`src/rtl/uart_loopback_top.sv`:
```
// UART 8N1 echo: receives bytes on iDATA, reports them on oDATA/oDONE and retransmits on oTXDATA.
// Optional macro STOP_CHECK_EN discards frames whose stop bit samples low.
module uart_loopback_top #(
    parameter int CLKS_PER_BIT = 12
) (
    input  logic       clk_s,
    input  logic       rstn_s,
    input  logic       iDATA,
    output logic [7:0] oDATA,
    output logic       oDONE,
    output logic       oTXDATA
);

    localparam int HALF_BIT = CLKS_PER_BIT / 2;
    localparam int CW       = $clog2(CLKS_PER_BIT);
    localparam logic [CW-1:0] CNT_BIT_END  = CW'(CLKS_PER_BIT - 1);
    localparam logic [CW-1:0] CNT_HALF_END = CW'(HALF_BIT - 1);
    localparam logic [CW-1:0] CNT_ONE      = CW'(1);
`ifdef STOP_CHECK_EN
    localparam bit STOP_CHECK = 1'b1;
`else
    localparam bit STOP_CHECK = 1'b0;
`endif

    typedef enum logic [1:0] {
        ST_IDLE  = 2'd0,
        ST_START = 2'd1,
        ST_DATA  = 2'd2,
        ST_STOP  = 2'd3
    } uart_state_e;

    logic              rx_meta_r, rx_sync_r;
    uart_state_e       rx_state_r, rx_state_s;
    logic [CW-1:0]     rx_cnt_r, rx_cnt_s;
    logic [2:0]        rx_idx_r, rx_idx_s;
    logic [7:0]        rx_shift_r, rx_shift_s;
    logic              rx_bad_r, rx_bad_s;
    logic [7:0]        data_r, data_s;
    logic              done_r, done_s;
    logic              stop_ok_s;

    logic [7:0]        pend_r, pend_s;
    logic              pend_full_r, pend_full_s;
    uart_state_e       tx_state_r, tx_state_s;
    logic [CW-1:0]     tx_cnt_r, tx_cnt_s;
    logic [2:0]        tx_idx_r, tx_idx_s;
    logic [7:0]        tx_shift_r, tx_shift_s;
    logic              tx_r, tx_s;
    logic              take_s;

    assign oDATA   = data_r;
    assign oDONE   = done_r;
    assign oTXDATA = tx_r;

    // Two-flop synchronizer for the asynchronous RX pin, preset to line idle.
    always_ff @(posedge clk_s or negedge rstn_s) begin
        if (!rstn_s) begin
            rx_meta_r <= 1'b1;
            rx_sync_r <= 1'b1;
        end else begin
            rx_meta_r <= iDATA;
            rx_sync_r <= rx_meta_r;
        end
    end

    // RX next-state: start validation at mid-bit, LSB-first data, stop sampling.
    always_comb begin
        rx_state_s = rx_state_r;
        rx_cnt_s   = rx_cnt_r;
        rx_idx_s   = rx_idx_r;
        rx_shift_s = rx_shift_r;
        rx_bad_s   = rx_bad_r;
        data_s     = data_r;
        done_s     = 1'b0;
        stop_ok_s  = rx_sync_r || !STOP_CHECK;
        case (rx_state_r)
            ST_IDLE: begin
                if (!rx_sync_r) begin
                    rx_state_s = ST_START;
                    rx_cnt_s   = '0;
                    rx_bad_s   = 1'b0;
                end else begin
                    rx_state_s = ST_IDLE;
                end
            end
            ST_START: begin
                if (rx_cnt_r == CNT_HALF_END) begin
                    rx_cnt_s = '0;
                    if (rx_sync_r) begin
                        rx_state_s = ST_IDLE;
                    end else begin
                        rx_state_s = ST_DATA;
                        rx_idx_s   = 3'd0;
                    end
                end else begin
                    rx_cnt_s = rx_cnt_r + CNT_ONE;
                end
            end
            ST_DATA: begin
                if (rx_cnt_r == CNT_BIT_END) begin
                    rx_cnt_s             = '0;
                    rx_shift_s[rx_idx_r] = rx_sync_r;
                    if (rx_idx_r == 3'd7) begin
                        rx_state_s = ST_STOP;
                    end else begin
                        rx_idx_s = rx_idx_r + 3'd1;
                    end
                end else begin
                    rx_cnt_s = rx_cnt_r + CNT_ONE;
                end
            end
            ST_STOP: begin
                // A rejected stop bit parks here until the line returns high (break guard).
                if (rx_bad_r) begin
                    if (rx_sync_r) begin
                        rx_state_s = ST_IDLE;
                        rx_bad_s   = 1'b0;
                    end else begin
                        rx_state_s = ST_STOP;
                    end
                end else if (rx_cnt_r == CNT_BIT_END) begin
                    rx_cnt_s = '0;
                    if (stop_ok_s) begin
                        data_s     = rx_shift_r;
                        done_s     = 1'b1;
                        rx_state_s = ST_IDLE;
                    end else begin
                        rx_bad_s = 1'b1;
                    end
                end else begin
                    rx_cnt_s = rx_cnt_r + CNT_ONE;
                end
            end
            default: begin
                rx_state_s = ST_IDLE;
                rx_cnt_s   = '0;
            end
        endcase
    end

    // Pending byte (newest wins) and TX next-state.
    always_comb begin
        take_s      = (tx_state_r == ST_IDLE) && pend_full_r;
        pend_s      = pend_r;
        pend_full_s = pend_full_r;
        if (done_s) begin
            pend_s      = data_s;
            pend_full_s = 1'b1;
        end else if (take_s) begin
            pend_full_s = 1'b0;
        end else begin
            pend_full_s = pend_full_r;
        end

        tx_state_s = tx_state_r;
        tx_cnt_s   = tx_cnt_r;
        tx_idx_s   = tx_idx_r;
        tx_shift_s = tx_shift_r;
        tx_s       = tx_r;
        case (tx_state_r)
            ST_IDLE: begin
                if (pend_full_r) begin
                    tx_shift_s = pend_r;
                    tx_s       = 1'b0;
                    tx_cnt_s   = '0;
                    tx_state_s = ST_START;
                end else begin
                    tx_s = 1'b1;
                end
            end
            ST_START: begin
                if (tx_cnt_r == CNT_BIT_END) begin
                    tx_cnt_s   = '0;
                    tx_idx_s   = 3'd0;
                    tx_s       = tx_shift_r[0];
                    tx_shift_s = {1'b0, tx_shift_r[7:1]};
                    tx_state_s = ST_DATA;
                end else begin
                    tx_cnt_s = tx_cnt_r + CNT_ONE;
                end
            end
            ST_DATA: begin
                if (tx_cnt_r == CNT_BIT_END) begin
                    tx_cnt_s = '0;
                    if (tx_idx_r == 3'd7) begin
                        tx_s       = 1'b1;
                        tx_state_s = ST_STOP;
                    end else begin
                        tx_idx_s   = tx_idx_r + 3'd1;
                        tx_s       = tx_shift_r[0];
                        tx_shift_s = {1'b0, tx_shift_r[7:1]};
                    end
                end else begin
                    tx_cnt_s = tx_cnt_r + CNT_ONE;
                end
            end
            ST_STOP: begin
                if (tx_cnt_r == CNT_BIT_END) begin
                    tx_cnt_s   = '0;
                    tx_state_s = ST_IDLE;
                end else begin
                    tx_cnt_s = tx_cnt_r + CNT_ONE;
                end
            end
            default: begin
                tx_s       = 1'b1;
                tx_cnt_s   = '0;
                tx_state_s = ST_IDLE;
            end
        endcase
    end

    // State registers for RX, pending byte and TX.
    always_ff @(posedge clk_s or negedge rstn_s) begin
        if (!rstn_s) begin
            rx_state_r  <= ST_IDLE;
            rx_cnt_r    <= '0;
            rx_idx_r    <= 3'd0;
            rx_shift_r  <= 8'h00;
            rx_bad_r    <= 1'b0;
            data_r      <= 8'h00;
            done_r      <= 1'b0;
            pend_r      <= 8'h00;
            pend_full_r <= 1'b0;
            tx_state_r  <= ST_IDLE;
            tx_cnt_r    <= '0;
            tx_idx_r    <= 3'd0;
            tx_shift_r  <= 8'h00;
            tx_r        <= 1'b1;
        end else begin
            rx_state_r  <= rx_state_s;
            rx_cnt_r    <= rx_cnt_s;
            rx_idx_r    <= rx_idx_s;
            rx_shift_r  <= rx_shift_s;
            rx_bad_r    <= rx_bad_s;
            data_r      <= data_s;
            done_r      <= done_s;
            pend_r      <= pend_s;
            pend_full_r <= pend_full_s;
            tx_state_r  <= tx_state_s;
            tx_cnt_r    <= tx_cnt_s;
            tx_idx_r    <= tx_idx_s;
            tx_shift_r  <= tx_shift_s;
            tx_r        <= tx_s;
        end
    end

endmodule

```
`config.mk`:
```
export PLATFORM = sky130hd
export DESIGN_NAME = uart_loopback_top
export DESIGN_NICKNAME = d
export VERILOG_FILES = /design/src/rtl/uart_loopback_top.sv
export SDC_FILE = /design/constraint.sdc
export NUM_CORES = 1
export LEC_CHECK = 0
export ABC_CLOCK_PERIOD_IN_PS = 3400
export BUFFER_PORTS_ARGS = -buffer_cell sky130_fd_sc_hd__clkbuf_2
export CELL_PAD_IN_SITES_DETAIL_PLACEMENT = 0
export CELL_PAD_IN_SITES_GLOBAL_PLACEMENT = 1
export CORE_MARGIN = 2
export CORE_UTILIZATION = 50
export CTS_BUF_LIST = sky130_fd_sc_hd__clkbuf_4 sky130_fd_sc_hd__clkbuf_8 sky130_fd_sc_hd__clkbuf_16
export DETAILED_ROUTE_END_ITERATION = 10
export PLACE_DENSITY = 0.88
export SLEW_MARGIN = 20
export SYNTH_ARGS = -nofsm -noshare
export SYNTH_HDL_FRONTEND = slang
export SYNTH_SLANG_ARGS = --single-unit
```
`constraint.sdc`:
```
create_clock -name clk_s -period 3.4 [get_ports clk_s]
set_input_delay 0.68 -clock clk_s [delete_from_list [all_inputs] [get_ports clk_s]]
set_output_delay 0.68 -clock clk_s [all_outputs]
set_load 0.02 [all_outputs]
```
# == Yosys cells after proc, flatten, opt, wreduce, memory -nomap -nowiden ==
# Cells that the tools add are included.
# op_classes
mux,57
reduce_logical,19
n_addsub,4
order_cmp,2
n_eq_ne,25
# ops
cell,count
2-to-1 mux 8 bit,7
"inequality test 2 bit, second input constant",13
2-to-1 mux 2 bit,12
2-to-1 mux 4 bit,6
one-hot mux 8 bit (3 select lines),1
2-to-1 mux 3 bit,7
one-hot mux 2 bit (4 select lines),2
one-hot mux 4 bit (4 select lines),1
AND reduction 5 bit,3
2-to-1 mux 1 bit,14
one-hot mux 3 bit (2 select lines),2
"adder 4 x 1 -> 4 bit, second input constant",2
bitwise mux 8 bit,1
"equality test 2 bit, second input constant",4
"equality test 4 bit, second input constant",2
one-hot mux 4 bit (2 select lines),1
AND reduction 4 bit,2
nonzero test 2 bit,4
"adder 3 x 1 -> 3 bit, second input constant",2
"equality test 3 bit, second input constant",2
AND reduction 2 bit,3
"equality test 2 x 1 -> 1 bit, second input constant",2
"equality test 4 x 3 -> 1 bit, second input constant",1
logical NOT 2 bit,2
other kinds (10),11
# totals
output_inout_bits,10
in_bits,3
regBits,56
elab_cells,123

# == Depth between registers and ports, before layout ==
# depth
ltp_word,5
depth_mapped,8
depth_no_buf,6

# == Worst setup path after synthesis ==
# Ideal clock, no wire load.
# synth_path
path_type,register -> register
startpoint,register tx_state_r[0]
endpoint,register tx_shift_r[5]
setup_ns,0.073
stages_incl_launch_ff,9
n_path_buf,2
arrival_time_ns,1.778
synth_period_minus_slack_ns,1.851
t_required_ns,3.327
slack_ns,1.549
path_cell_list,dfrtp_1 > inv_1 > ha_1 > buf_6 > or2_4 > a2111oi_4 > buf_6 > nor2_1 > a21oi_2
# synth_between
elab_chain_len,3
elab_cells_between_ends,10
classes_between,eq/ne: 6; mux: 1; reduce/logical: 3
# synth_rtl
element,line,source
start: declaration,44,"uart_state_e tx_state_r, tx_state_s;"
start signal: assignment,240,tx_state_r <= tx_state_s;
equality test 2 bit (tied with other cells),160,case (tx_state_r)
inequality test 2 bit (no line) / nonzero test 3 bit (equally long branches),-,
AND reduction 5 bit (no line),-,
end signal: assignment,243,tx_shift_r <= tx_shift_s;
end: declaration,47,"logic [7:0] tx_shift_r, tx_shift_s;"
# Parallel ways exist; a longest one is shown, timed or not.
# A chain may end at the register's enable or synchronous reset.

# == Worst setup path after layout ==
# layout_path
startpoint,register tx_idx_r[0]
endpoint,register tx_shift_r[1]
# layout_between
elab_chain_len,3
# layout_rtl
element,line,source
start: declaration,46,"logic [2:0] tx_idx_r, tx_idx_s;"
start signal: assignment,242,tx_idx_r <= tx_idx_s;
equality test 3 bit,185,if (tx_idx_r == 3'd7) begin
inequality test 2 bit (no line),-,
AND reduction 5 bit (no line),-,
# Every way passes these cells.

==> flow_summary.ini <==
[status]
status = finished, final reports clean

[timing]
post-route-period-util = 0.642
period_minus_slack_ns = 2.18
worst_pin_slew_ns = 0.855
max_slew_margin = 0.428
slew_violations = 0
rsz0062_at_grt = no
fin_skew_ns = 0.0135
hold_violations = 0
tns_ns = 0
setup_viol = 0
setup_ws_ns = 1.22
fmax_ghz = 0.458
hold_slack_ns = 0.359

[finish]
mostFrequentLayoutCell = dfrtp_1
area_delta_synth_final_pct = 8.16
drive_gt1_frac = 0.257
layout_common_cells = dfrtp_1, mux2_2, nor2_1
utilization = 0.564
nets = 251
antenna_cells = 0
fillers = 451

[synth]
syn_nets = 239
syn_inst = 224
ys_seq_area_frac = 0.521
synth.cell_area_um2 = 2700
synth_top_family_by_area = multiplexers
synth-simple-area-share = 0.119
synth_cell_types = 45
async_reset_ff_frac = 1.00
synthMuxAreaShare = 0.147
synth_seq_cells = 56
yosysTopAreaCell = dfrtp_1
synth_fa_ha_area_frac = 0.0557
synth_warnings = 0
synth_area_leaders = dfrtp_1, mux2_2, ha_1
synth_top_area_frac = 0.492
ys.flop_type = dfrtp_1
synth-compound-area-share = 0.123
synth_edf_count = 0
synthXorXnorAreaFrac = 0.00325
syn_avg_cell_area_um2 = 12.0

[floorplan]
fp.dieH_um = 77.5
start_util = 0.522
die_w_um = 77.5
core_um2 = 5170
die_area_um2 = 6000
ios = 13
rows = 26

[place]
dp_slack_ns = 1.20
hpwl_um = 3060
port-buffer-count = 12
place.gp.congestion = 0.811

[cts]
postCtsHoldBufs = 0
cts.sinks = 56
tritoncts = done
htreeDepth = 2
cts_inserted_buffers = 5
cts-resized-gates = 0
clkLatencyLatePin_ns = 0.31
post_cts.repair.setup_buffers = 0
clkTransAtPathRegs_ns = 0.09
cts_root_buffer = clkbuf_8
cts_buffer_depth = 2

[worst_setup_path]
r2r_cells = 5
r2r-start = tx_idx_r[0]
start_kind = flip-flop
crit_fanout = 16
cp-startpoint = tx_idx_r[0]
endpoint_kind = flip-flop
path_class = flip-flop to flip-flop
worstSetupEndpoint = tx_shift_r[1]
r2r_slack_ns = 1.22
crit_required_ns = 3.55
r2r-end = tx_shift_r[1]
cp_data_arrival_time_ns = 2.34

[global_route]
grt_pass1_wl_um = 7690
grt_max_degree = 36
grt_remaining_overflow = 0
antenna_found_initial = 0
track_usage = 0.162
grt_pass1_vias = 1653

[routing]
vias = 1701
drtIter0Drc = 87
wl_um = 4360
ant_nets = 0
drtPass1Iterations = 4
viasPerCell = 5.54
wl_per_cell_um = 14.2
drc = 0

[power_and_ir_drop]
p_per_area_nw_per_um2 = 763
ir_worst_vdd_mv = 0.326
leakage_nw = 1.42

[hold_path]
hp-class = flip-flop to flip-flop
hold_depth = 0

[run]
drv_cap = 0
[critical path, stage by stage (launching register included)]
cell       delay, ns
dfrtp_1         0.41
ha_1            0.21
ha_1            0.27
and2_2          0.24
a2111oi_4       0.74
a21oi_1         0.16
[per-layer routing]
metal	track usage	vias to the layer above	part of all wire	wire, um
li1	-	833	-	-
met2	0.256	24	0.47	2040
met4	0.0768	0	0.021	93
met1	0.220	837	0.48	2090
met5	0	-	0	0
met3	0.0256	7	0.031	134
[through the flow]
step                      area, um2  power [W]  cells
after global routing           2920    0.00241    307
after global placement         2800    0.00178    299
final                          2920    0.00223    307
after floorplan                2700    0.00167    224
after detailed placement       2800    0.00180    299
after CTS                      2920    0.00225    307
[power breakdown]
group          internal, W  switching [W]
clock network     0.000231       0.000216
logic             0.000388       0.000424
registers         0.000820       0.000146
total              0.00144       0.000786
[flip-flops by register name, summed over array words and instances (netlist names)]
register	flops
rx_sync_r	1
rx_bad_r	1
tx_cnt_r	4
tx_shift_r	8
rx_shift_r	8
oDONE	1
pend_r	8
tx_state_r	2
rx_meta_r	1
oDATA	8
rx_state_r	2
rx_cnt_r	4
pend_full_r	1
tx_idx_r	3
rx_idx_r	3
oTXDATA	1
[cell families (layout without fill, tap and decap cells)]
logic type	after synthesis	count (layout)
xor gates and xnor gates	1	1
buffers and inverters	17	30
DFF	56	56
AOI/OAI and AO/OA	47	47
and+or+nand+nor	55	55
adders and majority gates	12	12
muxes	36	36
[worst min path at each step]
stage,from,end,slack (ns)
after floorplan,rx_meta_r,rx_sync_r,0.35
after global routing,rx_meta_r,rx_sync_r,0.36
after detailed placement,rx_meta_r,rx_sync_r,0.35
final,rx_meta_r,rx_sync_r,0.36
after CTS,rx_meta_r,rx_sync_r,0.36
after global placement,rx_meta_r,rx_sync_r,0.35
[cell type report]
cell class | count | area (um2) | area share
Timing Repair Buffer | 13 | 67.6 | 0.0232
Sequential cell | 56 | 1410 | 0.482
Multi-Input combinational cell | 151 | 1210 | 0.414
Clock buffer | 6 | 76.3 | 0.0262
Clock inverter | 2 | 38.8 | 0.0133
Tap cell | 70 | 87.6 | 0.0300
Inverter | 9 | 33.8 | 0.0116
[cells in the mapped netlist, types with 4 or more instances]
| library cell | instances |
|---|---|
| a21oi_1 | 12 |
| a22o_1 | 6 |
| clkbuf_1 | 4 |
| dfrtp_1 | 53 |
| ha_1 | 12 |
| inv_1 | 9 |
| mux2_2 | 28 |
| mux2i_1 | 8 |
| nand2_1 | 8 |
| nand3_1 | 6 |
| nor2_1 | 13 |
| nor2b_1 | 5 |
| o21ai_0 | 11 |
Note: power is estimated with default switching activity, not from simulation.
